<file path="config.mk">
export PLATFORM = sky130hd
export DESIGN_NAME = mul10_arbiter_flat
export DESIGN_NICKNAME = d
export VERILOG_FILES = /design/src/rtl/mul10_arb_pkg.sv /design/src/rtl/mul10_arbiter_if.sv /design/src/rtl/mul10_pipe.sv /design/src/rtl/mul10_arbiter.sv /design/src/flat_wrapper.sv
export SDC_FILE = /design/constraint.sdc
export NUM_CORES = 1
export LEC_CHECK = 0
export ABC_AREA = 0
export CAP_MARGIN = 30
export CORE_MARGIN = 2
export CORE_UTILIZATION = 50
export DETAILED_ROUTE_END_ITERATION = 12
export GPL_TIMING_DRIVEN = 0
export PLACE_DENSITY = 0.75
export SLEW_MARGIN = 20
export SYNTH_ARGS = -nofsm -noshare
export SYNTH_HDL_FRONTEND = slang
export SYNTH_SLANG_ARGS = --single-unit
</file>
<file path="constraint.sdc">
create_clock -name clk -period 5.16 [get_ports clk]
set_clock_uncertainty 0.15 [all_clocks]
set_input_delay 1.032 -clock clk [delete_from_list [all_inputs] [get_ports clk]]
set_output_delay 1.032 -clock clk [all_outputs]
set_load 0.02 [all_outputs]
</file>
<file path="src/rtl/mul10_arb_pkg.sv">
// rtl/mul10_arb_pkg.sv - shared constants and owner-tag type for the two-requester multiplier arbiter
package mul10_arb_pkg;

  // Operand width and exact (untruncated) product width
  localparam int W   = 10;
  localparam int PW  = 2 * W;

  // Edges from acceptance to the registered response
  localparam int LAT = 3;

  // Identifies which requester an in-flight operation belongs to; also
  // used as the round-robin pointer state
  typedef enum logic {
    OWNER_0 = 1'b0,
    OWNER_1 = 1'b1
  } owner_t;

  // The requester that is not o
  function automatic owner_t other_owner(input owner_t o);
    return (o == OWNER_0) ? OWNER_1 : OWNER_0;
  endfunction

endpackage

</file>
<file path="src/rtl/mul10_arbiter_if.sv">
// rtl/mul10_arbiter_if.sv - request/response bundle between two requesters and the shared multiplier
interface mul10_arbiter_if #(
  parameter int W  = mul10_arb_pkg::W,
  parameter int PW = mul10_arb_pkg::PW
);

  logic          req0_valid;
  logic [W-1:0]  req0_a;
  logic [W-1:0]  req0_b;
  logic          req0_ready;

  logic          req1_valid;
  logic [W-1:0]  req1_a;
  logic [W-1:0]  req1_b;
  logic          req1_ready;

  logic          rsp0_valid;
  logic [PW-1:0] rsp0_p;
  logic          rsp1_valid;
  logic [PW-1:0] rsp1_p;

  logic          busy;

  // Requester side
  modport master (
    output req0_valid, req0_a, req0_b,
    input  req0_ready,
    output req1_valid, req1_a, req1_b,
    input  req1_ready,
    input  rsp0_valid, rsp0_p,
    input  rsp1_valid, rsp1_p,
    input  busy
  );

  // Arbiter side
  modport slave (
    input  req0_valid, req0_a, req0_b,
    output req0_ready,
    input  req1_valid, req1_a, req1_b,
    output req1_ready,
    output rsp0_valid, rsp0_p,
    output rsp1_valid, rsp1_p,
    output busy
  );

endinterface

</file>
<file path="src/rtl/mul10_pipe.sv">
// rtl/mul10_pipe.sv - unsigned W x W multiplier with registered operands and registered product
module mul10_pipe #(
  parameter int W  = mul10_arb_pkg::W,
  parameter int PW = mul10_arb_pkg::PW
) (
  input  logic          clk,
  input  logic [W-1:0]  a,
  input  logic [W-1:0]  b,
  output logic [PW-1:0] p
);

  logic [W-1:0] a_q;
  logic [W-1:0] b_q;

  // Operand capture: first edge of the two-edge latency
  always_ff @(posedge clk) begin
    a_q <= a;
    b_q <= b;
  end

  // Full-width product register: second edge; widening before the multiply keeps every bit
  always_ff @(posedge clk) begin
    p <= PW'(a_q) * PW'(b_q);
  end

endmodule

</file>
<file path="src/rtl/mul10_arbiter.sv">
// rtl/mul10_arbiter.sv - round-robin arbiter sharing one pipelined multiplier between two requesters
module mul10_arbiter #(
  parameter int W  = mul10_arb_pkg::W,
  parameter int PW = mul10_arb_pkg::PW
) (
  input logic           clk,
  input logic           rst,
  mul10_arbiter_if.slave bus
);

  import mul10_arb_pkg::*;

  // Round-robin pointer: names the requester that wins the next contended cycle
  owner_t        ptr_q;
  owner_t        ptr_d;

  logic          contended;
  logic          grant0;
  logic          grant1;
  logic          accept;
  owner_t        acc_owner;

  logic [W-1:0]  mul_a;
  logic [W-1:0]  mul_b;
  logic [PW-1:0] mul_p;
  logic [PW-1:0] prod_q;

  // Valid/owner shift pipeline; index 0 is loaded at the accepting edge
  logic [LAT-1:0] vld_q;
  owner_t         tag_q [LAT];

  logic          rsp0_valid_q;
  logic          rsp1_valid_q;
  logic [PW-1:0] rsp0_p_q;
  logic [PW-1:0] rsp1_p_q;

  logic          out_valid;
  owner_t        out_owner;

  // Grant decision and pointer next state; the pointer only moves when both requesters compete
  always_comb begin
    ptr_d     = ptr_q;
    grant0    = 1'b0;
    grant1    = 1'b0;
    contended = bus.req0_valid && bus.req1_valid;
    if (!rst) begin
      if (contended) begin
        grant0 = (ptr_q == OWNER_0);
        grant1 = (ptr_q == OWNER_1);
        ptr_d  = other_owner(ptr_q);
      end else begin
        grant0 = bus.req0_valid;
        grant1 = bus.req1_valid;
      end
    end
  end

  // Pointer state register
  always_ff @(posedge clk) begin
    if (rst) begin
      ptr_q <= OWNER_0;
    end else begin
      ptr_q <= ptr_d;
    end
  end

  assign bus.req0_ready = grant0;
  assign bus.req1_ready = grant1;

  assign accept    = grant0 || grant1;
  assign acc_owner = grant1 ? OWNER_1 : OWNER_0;

  // Operand mux into the shared multiplier; values when nothing is accepted are never observed
  always_comb begin
    mul_a = bus.req0_a;
    mul_b = bus.req0_b;
    if (grant1) begin
      mul_a = bus.req1_a;
      mul_b = bus.req1_b;
    end
  end

  mul10_pipe #(
    .W  (W),
    .PW (PW)
  ) u_mul (
    .clk (clk),
    .a   (mul_a),
    .b   (mul_b),
    .p   (mul_p)
  );

  // Valid bits shift every cycle; reset drops anything in flight
  always_ff @(posedge clk) begin
    if (rst) begin
      vld_q <= '0;
    end else begin
      vld_q <= {vld_q[LAT-2:0], accept};
    end
  end

  // Owner tags follow their valid bits; they only matter where the valid bit is set
  always_ff @(posedge clk) begin
    tag_q[0] <= acc_owner;
    for (int i = 1; i < LAT; i++) begin
      tag_q[i] <= tag_q[i-1];
    end
  end

  // Product leaves the multiplier one edge before the last tag stage; align it with that stage
  always_ff @(posedge clk) begin
    prod_q <= mul_p;
  end

  assign out_valid = vld_q[LAT-1];
  assign out_owner = tag_q[LAT-1];

  // Response registers: one-cycle pulse to the owner, product held between pulses
  always_ff @(posedge clk) begin
    if (rst) begin
      rsp0_valid_q <= 1'b0;
      rsp1_valid_q <= 1'b0;
      rsp0_p_q     <= '0;
      rsp1_p_q     <= '0;
    end else begin
      rsp0_valid_q <= out_valid && (out_owner == OWNER_0);
      rsp1_valid_q <= out_valid && (out_owner == OWNER_1);
      if (out_valid && (out_owner == OWNER_0)) begin
        rsp0_p_q <= prod_q;
      end
      if (out_valid && (out_owner == OWNER_1)) begin
        rsp1_p_q <= prod_q;
      end
    end
  end

  assign bus.rsp0_valid = rsp0_valid_q;
  assign bus.rsp1_valid = rsp1_valid_q;
  assign bus.rsp0_p     = rsp0_p_q;
  assign bus.rsp1_p     = rsp1_p_q;
  assign bus.busy       = |vld_q;

endmodule

</file>
<file path="src/flat_wrapper.sv">
// flat-port wrapper written by rule: the top's interface ports become plain ports
module mul10_arbiter_flat import mul10_arb_pkg::*;
#(
  parameter int W  = mul10_arb_pkg::W,
  parameter int PW = mul10_arb_pkg::PW
)
  (clk, rst, bus_req0_valid, bus_req0_a, bus_req0_b, bus_req0_ready, bus_req1_valid, bus_req1_a, bus_req1_b, bus_req1_ready, bus_rsp0_valid, bus_rsp0_p, bus_rsp1_valid, bus_rsp1_p, bus_busy);
  mul10_arbiter_if #(.W(W), .PW(PW)) bus_i ();
  input logic clk;
  input logic rst;
  input wire logic [$bits(bus_i.req0_valid)-1:0] bus_req0_valid;
  input wire logic [$bits(bus_i.req0_a)-1:0] bus_req0_a;
  input wire logic [$bits(bus_i.req0_b)-1:0] bus_req0_b;
  output wire logic [$bits(bus_i.req0_ready)-1:0] bus_req0_ready;
  input wire logic [$bits(bus_i.req1_valid)-1:0] bus_req1_valid;
  input wire logic [$bits(bus_i.req1_a)-1:0] bus_req1_a;
  input wire logic [$bits(bus_i.req1_b)-1:0] bus_req1_b;
  output wire logic [$bits(bus_i.req1_ready)-1:0] bus_req1_ready;
  output wire logic [$bits(bus_i.rsp0_valid)-1:0] bus_rsp0_valid;
  output wire logic [$bits(bus_i.rsp0_p)-1:0] bus_rsp0_p;
  output wire logic [$bits(bus_i.rsp1_valid)-1:0] bus_rsp1_valid;
  output wire logic [$bits(bus_i.rsp1_p)-1:0] bus_rsp1_p;
  output wire logic [$bits(bus_i.busy)-1:0] bus_busy;
  assign bus_i.req0_valid = bus_req0_valid;
  assign bus_i.req0_a = bus_req0_a;
  assign bus_i.req0_b = bus_req0_b;
  assign bus_req0_ready = bus_i.req0_ready;
  assign bus_i.req1_valid = bus_req1_valid;
  assign bus_i.req1_a = bus_req1_a;
  assign bus_i.req1_b = bus_req1_b;
  assign bus_req1_ready = bus_i.req1_ready;
  assign bus_rsp0_valid = bus_i.rsp0_valid;
  assign bus_rsp0_p = bus_i.rsp0_p;
  assign bus_rsp1_valid = bus_i.rsp1_valid;
  assign bus_rsp1_p = bus_i.rsp1_p;
  assign bus_busy = bus_i.busy;
  mul10_arbiter #(.W(W), .PW(PW)) u_core (.clk(clk), .rst(rst), .bus(bus_i));
endmodule
</file>
======== Yosys cells after proc, flatten, opt, wreduce, memory -nomap -nowiden ========
Memories as Yosys holds them, arrays and structs flattened.
Index checks and enable logic that the tools add are counted.
W data, S select, Z words.
storage, ports and cells
  register bits after elaboration ......... 106
  RAM bits ................................ 3
  input port bits ......................... 44
  output and inout bits ................... 45
  word-level logic and storage cells ...... 27
  memories kept ........................... 1
memories
  name          depth  bits a word  rd ports  clocked after Yosys merged registers in  wr ports  RTL line             RTL
  u_core.tag_q  3      1            3         0                                        3         mul10_arbiter.sv:30  owner_t tag_q [LAT];
operators by class
  $mul .................................... 1
  multiplexer cells ....................... 8
  bitwise operators ....................... 2
  reductions and logical operators ........ 5
operators with widths
  operator             number
  $mul A10 B10 Y20     1
  $mux W10             2
  $mux W1              6
  $logic_and A1 B1 Y1  3
  $reduce_or A3 Y1     1
  $not A1 Y1           2
  $logic_or A1 B1 Y1   1

======== Depth between registers and ports, before layout ========
Gate-level depths: netlist of run 1.
  word-level depth ........................ 4
  mapped depth ............................ 19

======== By module ========
From an unflattened synthesis of run 1, not the netlist that was laid out.
unflattened totals
  cells, all modules ...................... 697
  area, all modules ....................... 6603.8 um^2
by module, submodules not included
  module         times used  cells an instance  area each (um^2)  seq. area each (um^2)
  mul10_pipe     1           454                4302.9            800.8
  mul10_arbiter  1           243                2301.0            1381.3

======== Worst setup path after synthesis of run 1 ========
Ideal clock, no wire load.
  path type ............................... flip-flop to flip-flop
  start ................................... register u_core.u_mul.a_q[7]
  end ..................................... register u_core.u_mul.p[19]
  arrival time ............................ 4.843 ns
  required time ........................... 4.946 ns
  setup slack ............................. 0.103 ns
  cell stages (with the launch flop) ...... 20
  buffers on the path ..................... 1
  period minus slack after synthesis ...... 5.057 ns
  cell sequence ........................... dfxtp_1 -> clkbuf_1 -> nand2_1 -> fa_1 -> inv_1 -> fa_1 -> inv_1 -> fa_1 -> inv_1 -> fa_1 -> inv_1 -> fa_1 -> inv_1 -> ha_1 -> a21oi_1 -> o22ai_1 -> a211oi_2 -> o21ai_2 -> or4_1 -> nand4_1
between the ends
  word-level cells in the longest chain between the ends .. 1
RTL lines
  element                 RTL line          RTL
  from (decl)             mul10_pipe.sv:12  logic [W-1:0] a_q;
  from (signal assigned)  mul10_pipe.sv:17  a_q <= a;
  $mul A10 B10 Y20        mul10_pipe.sv:23  p <= PW'(a_q) * PW'(b_q);
  to (signal assigned)    mul10_pipe.sv:23
  to (decl)               mul10_pipe.sv:9   output logic [PW-1:0] p
Every way passes these cells.
A chain may end at the register's enable or synchronous reset.

======== Final worst setup path of run 1 ========
  start ................................... register u_core.u_mul.a_q[8]
  end ..................................... register u_core.u_mul.p[19]
The elaborated chain is that of the path after synthesis.

==> results of run 1 <==
## flip-flops by register name, summed over array words and instances, names as in the netlist
signal,count
u_core.bus.rsp1_p,20
u_core.prod_q,20
u_core.bus.rsp0_p,20
u_core.vld_q,3
u_core.u_mul.a_q,10
u_core.u_mul.p,20
u_core.bus.rsp0_valid,1
u_core.tag_q,3
u_core.ptr_q,1
u_core.u_mul.b_q,10
u_core.bus.rsp1_valid,1
## power by group through the flow
stage	combinational (mW)	sequential, mW	clock [mW]
2_1_floorplan	1.81	1.13	0
3_3_place_gp	2.21	1.13	0
3_5_place_dp	2.28	1.14	0
4_1_cts	2.29	1.15	0.709
5_1_grt	2.69	1.17	0.746
6_report	2.36	1.15	0.694
## area by class of cell
cell class	instances	area (sq um)
fillers	1040	4680
multi-input cells	464	3870
flip-flops and latches	109	2210
repair buffers	96	941
inverters	75	282
clock buffers	9	225
well taps	172	215
clock inverters	7	83.8
plain buffers	16	60.1
## cell usage in the layout (no fill, tap or decap), drive strengths merged, types with 2 or more instances in the layout
cell	n
nor2	11
o211ai	2
a211oi	2
buf	9
a21o	4
nor2b	4
nor3	2
xor2	9
o21a	3
a21oi	53
nand2b	3
clkdlybuf4s50	88
inv	80
ha	55
mux2	20
xnor2	7
nand2	142
nand3	4
fa	62
dfxtp	109
clkbuf	24
a211o	2
and2	54
clkinv	2
o21ai	8
nand4	2
## metrics by stage
stage / std cells / utilization / setup TNS [ns]
after floorplan: 679 / - / 0
after global placement: 939 / 0.599 / -0.397
after detailed placement: 939 / 0.599 / -0.831
after CTS: 941 / 0.621 / 0
after global routing: 948 / 0.628 / -0.00391
final: 948 / 0.628 / 0
## logic make-up (layout without fill, tap and decap cells)
logic type               count (synthesis)  in the layout
adder cells (fa/ha/maj)                117            117
buffers and inverters                  106            203
AO/OA/AOI/OAI                           82             82
XOR/XNOR                                16             16
AND/OR/NAND/NOR                        228            228
flip-flops                             109            109
multiplexers                            21             21
## per-layer routing
layer | share of wire | global-route usage | vias to the layer above
met3 | 0.048 | 0.0375 | 14
met4 | 0.0090 | 0.0429 | 0
met5 | 0 | 0 | -
met1 | 0.45 | 0.220 | 2206
li1 | - | - | 2322
met2 | 0.49 | 0.334 | 136
## worst paths after layout
kind | end | slack (ns) | cells after the start
max | u_core.u_mul.p[19] | 0.21 | 16
min | u_core.prod_q[12] | 0.17 | 0
max reg2reg | u_core.u_mul.p[19] | 0.21 | 16
min reg2reg | u_core.prod_q[12] | 0.17 | 0
## timing repair
item | in CTS | in global routing
setup buffers | 0 | 8
setup endpoints to repair | 6 | 4
pin swaps | 0 | 2
gates resized for setup | 10 | 13
==> metrics.cfg, run 1 <==
[run_status]
status = finished clean

[timing]
setup_violations = 0
whs_ns = 0.170
max_freq_mhz = 202
timing.final.max_slew_violations = 0
postLayoutSetupSlackWorst_ns = 0.211
max_slew.worst_pin.slew_ns = 0.693
period_share = 0.959
hold_viol = 0
max_slew_margin = 0.538
min_period_ns = 4.95

[synthesis]
synth_top_cell_area_share = 0.339
synth.cell_area_sq_um = 6430
synth_xor_area_frac = 0.0218
synth_top_family_by_area = adder cells
synth-seq-cells = 109
synthMuxAreaShare = 0.0366
synth.top_cells.by_area = dfxtp_1, fa_1, ha_1
synth_adder_area_share = 0.300
synth-simple-area-share = 0.162
synth_ff_type = dfxtp_1
avgSynthCellArea_sq_um = 9.48
synth.cells.most_frequent = nand2_1, dfxtp_1, inv_1, fa_1, ha_1
seq_area_frac_synth = 0.339
ys.warnings.count = 0
syn_inst = 679
yosysMostFrequentCell = nand2_1
syn-num-nets = 840
postSynth.asyncResetShare = 0
synth_top_area_cell = dfxtp_1
synth_edf_count = 0
synth_compound_area_frac = 0.0787
synth_cell_types = 46

[worst_setup_path]
slowest_delay_ns = 0.55
startpoint_type = flop
crit_slowest_cell = fa_1
cp_num_buf_inv = 3
crit_path_start = u_core.u_mul.a_q[8]
path_common_cell = fa_1
cp_data_arrival_time_ns = 5.08
path_class = flop to flop
cp_top_family = adder cells
worstPathRequired_ns = 5.30
crit_chain = nand2_1, fa_1, inv_1, fa_1, fa_1, fa_1, inv_1, fa_1, inv_1, ha_1, nand3_1, nor2_1, a211oi_2, o21ai_2, or4_1, nand4_1
critPathCaptureType = flop
reg2reg_from = u_core.u_mul.a_q[8]
cp_max_fo = 10

[pwr]
pwr-share-seq = 0.273
total_power_mw = 4.20
p_clk_frac = 0.165
p_int_mw = 2.47
power.switching_mw = 1.72
p_per_area_nw_per_um2 = 532
switching_share = 0.411
peakVddDrop_v = 0.000331
power_leakage_nw = 3.50
comb_power_share = 0.561

[detailed_routing]
drtIter0Drc = 181
vias = 4678
drc = 0
antenna_left = 0
drt-vias-per-instance = 4.93
wl_per_cell_microns = 13.1
routed_wl_microns = 12400
dr.pass1.iters = 7

[clock_network]
h-tree-depth = 3
clk_latency_ns = 0.35
clockRootBuffer = clkbuf_16
cts_tree = built
clk_pin_slew_ns = 0.08
cts_hold_buf = 0
cts_made_buffers = 9
ctsLongestPathBuffers = 2
clock-sinks = 109

[floorplanning]
pin_count = 89
num_rows = 41
start_util = 0.512
fp.dieW_microns = 117
die_height_microns = 117
core_area_sq_um = 12600
die-area_sq_um = 13800

[grt]
grt_pass1_vias = 4857
grt.total_usage = 0.183
grt_pass1_wl_microns = 21000
grt_max_degree = 23
grt-ovfl-total = 0
grt_antenna_before_repair = 0

[worst_hold_path]
hp-start = u_core.u_mul.p[12]
min_path_type = flop to flop

[cells_and_area]
drive_gt1_frac = 0.0876
area_growth_pct = 22.7
diodes = 0
final_nets = 932
design_area_sq_um = 7890

[place]
place.gp.congestion = 0.890
hpwl_microns = 10100
io_buffers = 88
dpl_cell_area_sq_um = 7530
place_ws_ns = -0.368

[job]
drv_cap = 0

No activity file was read; power rests on OpenSTA's default activity.
==> run 2: changes to the inputs <==
ABC_AREA = 1   (was 0)
CORE_UTILIZATION = 51   (was 50)
PLACE_DENSITY = 0.82   (was 0.75)
==> metrics.cfg, run 2 <==
[cells_and_area]
fillerInstances = 1057  ; +1.6%
multiInputGateArea_sq_um = 3730  ; -3.7%
ff_latch_area_sq_um = 2190  ; -1.1%
final_common_cell = nand2_1
diodes = 0  ; unchanged
layout_common_cells = nand2_1, inv_1, dfxtp_1, nor2_1, clkdlybuf4s50_1
drive_gt1_frac = 0.0374  ; -0.0502
area_growth_pct = 20.5
final_nets = 1091  ; +17%

[synthesis]
syn-num-nets = 1005  ; +20%
ys.warnings.count = 0  ; unchanged
synth_ff_type = dfxtp_1
synth_top_area_cell = dfxtp_1
synth-seq-cells = 109  ; unchanged
synth_cell_types = 23  ; -50%
postSynth.asyncResetShare = 0  ; unchanged
synth.cell_area_sq_um = 6630  ; +3.1%
yosysMostFrequentCell = nand2_1
synth.top_cells.by_area = dfxtp_1, fa_1, nand2_1
synth.cells.most_frequent = nand2_1, inv_1, dfxtp_1, nor2_1, fa_1
syn_inst = 844  ; +24%
avgSynthCellArea_sq_um = 7.86  ; -17%
synth_top_cell_area_share = 0.329  ; -0.0102
seq_area_frac_synth = 0.329  ; -0.0102
synth_edf_count = 0  ; unchanged

[detailed_routing]
drtIter0Drc = 261  ; +44%
routed_wl_microns = 13200  ; +6.1%
vias = 5283  ; +13%
antenna_left = 0  ; unchanged
dr.pass1.iters = 5  ; -2
wl_per_cell_microns = 11.9  ; -9.2%
drc = 0  ; unchanged
drt-vias-per-instance = 4.77  ; -3.3%

[place]
hpwl_microns = 10400  ; +2.9%
place_ws_ns = 0.0927  ; +0.461 ns
io_buffers = 88  ; unchanged
place.gp.congestion = 0.918  ; +3.2%

[clock_network]
cts_tree = built
h-tree-depth = 3  ; unchanged
cts_hold_buf = 0  ; unchanged
clk_pin_slew_ns = 0.08  ; about the same
clock-sinks = 109  ; unchanged
clockRootBuffer = clkbuf_16
clk_latency_ns = 0.35  ; about the same
cts_resized = 0  ; -10
ctsLongestPathBuffers = 2  ; unchanged
cts_made_buffers = 9  ; unchanged
postCtsSetupBuffers = 0  ; unchanged

[floorplanning]
start_util = 0.524  ; +0.0116
num_rows = 41  ; unchanged
die_height_microns = 118  ; +0.52%
pin_count = 89  ; unchanged
core_area_sq_um = 12700  ; +0.82%
die-area_sq_um = 13900  ; +1.0%
fp.dieW_microns = 118  ; +0.52%

[grt]
grt_max_degree = 22  ; -4.3%
grt_pass1_vias = 5421  ; +12%
grt-ovfl-total = 0  ; unchanged
grt.total_usage = 0.208  ; +0.0253
grt_antenna_before_repair = 0  ; unchanged
grt_pass1_wl_microns = 23700  ; +13%

[timing]
timing.final.max_slew_violations = 0  ; unchanged
max_freq_mhz = 205  ; +1.6%
fin_tns_setup_ns = 0  ; unchanged
max_slew_margin = 0.665  ; +0.127
hold_viol = 0  ; unchanged
min_period_ns = 4.87  ; -0.0800 ns
grt_setup_unrepaired = no
postLayoutSetupSlackWorst_ns = 0.291  ; +0.0800 ns
period_share = 0.944  ; -0.0155
setup_violations = 0  ; unchanged
max_slew.worst_pin.slew_ns = 0.503  ; -0.190 ns

[run_status]
status = finished clean

[pwr]
pwr-share-seq = 0.284  ; +0.011
switching_share = 0.439  ; +0.0285
comb_power_share = 0.545  ; -0.016
total_power_mw = 3.96  ; -5.6%
power.switching_mw = 1.74  ; +0.94%
peakVddDrop_v = 0.000278  ; -16%
p_clk_frac = 0.171  ; +0.006
power_leakage_nw = 4.28  ; +22%
p_per_area_nw_per_um2 = 495  ; -6.8%
p_int_mw = 2.22  ; -10%

[worst_setup_path]
worstPathRequired_ns = 5.24  ; -0.06 ns
cp_data_arrival_time_ns = 4.95  ; -0.13 ns
cp_max_fo = 10  ; unchanged
startpoint_type = flop
path_class = flop to flop
critPathCaptureType = flop

[job]
drv_cap = 0  ; unchanged

[worst_hold_path]
min_path_type = flop to flop

## run 2: cell families after synthesis
family                     share of synthesized area
buffers and inverters                          0.109
and+or+nand+nor                                0.207
AOI/OAI and AO/OA                             0.0509
adders and majority gates                      0.291
xor gates and xnor gates                      0.0132
DFF                                            0.329
## run 2: metal layers
layer | wire [microns] | share of wire | GRT usage
met1 | 5700 | 0.43 | 0.247
met2 | 6480 | 0.49 | 0.368
met3 | 728 | 0.055 | 0.0489
met4 | 295 | 0.022 | 0.0730
met5 | 0 | 0 | 0
## run 2: area by class of cell
class / instances / area share
multi-input combinational: 545 / 0.466
sequential: 109 / 0.274
timing repair buffer: 88 / 0.110
inverter: 154 / 0.0723
clock buffer: 9 / 0.0282
tap: 172 / 0.0269
buffer: 23 / 0.0121
clock inverter: 7 / 0.0100
## run 2: path summary, 6_finish.rpt
check                 startpoint                 end  slack [ns]  cells past startpoint
max          u_core.u_mul.a_q[4]  u_core.u_mul.p[19]        0.29                     18
min reg2reg   u_core.u_mul.p[19]   u_core.prod_q[19]        0.17                      0
max reg2reg  u_core.u_mul.a_q[4]  u_core.u_mul.p[19]        0.29                     18
min           u_core.u_mul.p[19]   u_core.prod_q[19]        0.17                      0
## run 2: per-stage QoR
step                hold WS [ns]  area (sq um)  cells   util
finish                     0.173          8000   1107  0.631
global route               0.167          8000   1107  0.631
CTS                        0.173          8040   1120  0.634
detailed placement         0.162          7730   1104  0.610
global placement           0.160          7730   1104  0.610
floorplan                  0.160          6630    844      -
## run 2: worst max-delay path, stage by stage (launching register included)
cell     delay [ns]
dfxtp_1        0.62
nand2_1        0.14
fa_1           0.51
fa_1           0.55
inv_1          0.05
fa_1           0.44
fa_1           0.49
inv_1          0.05
fa_1           0.49
inv_1          0.05
ha_1           0.35
nand2_2        0.13
inv_1          0.08
a21oi_1        0.20
nand3_2        0.16
nand2_1        0.11
nand2_1        0.05
nand2_1        0.06
nand2_1        0.08
## run 2: power by group through the flow
stage          clock network, mW  logic, mW  registers (mW)
4_1_cts                    0.692       2.21            1.10
5_1_grt                    0.730       2.54            1.14
3_5_place_dp                   0       2.18            1.11
2_1_floorplan                  0       1.67            1.11
6_report                   0.678       2.16            1.13
3_3_place_gp                   0       2.12            1.11
==> run 3: changes to the inputs <==
HOLD_SLACK_MARGIN = 0.1   (was unset)
==> results of run 3 <==
Same layout as run 2: the final DEF is identical, and so are final timing and power.
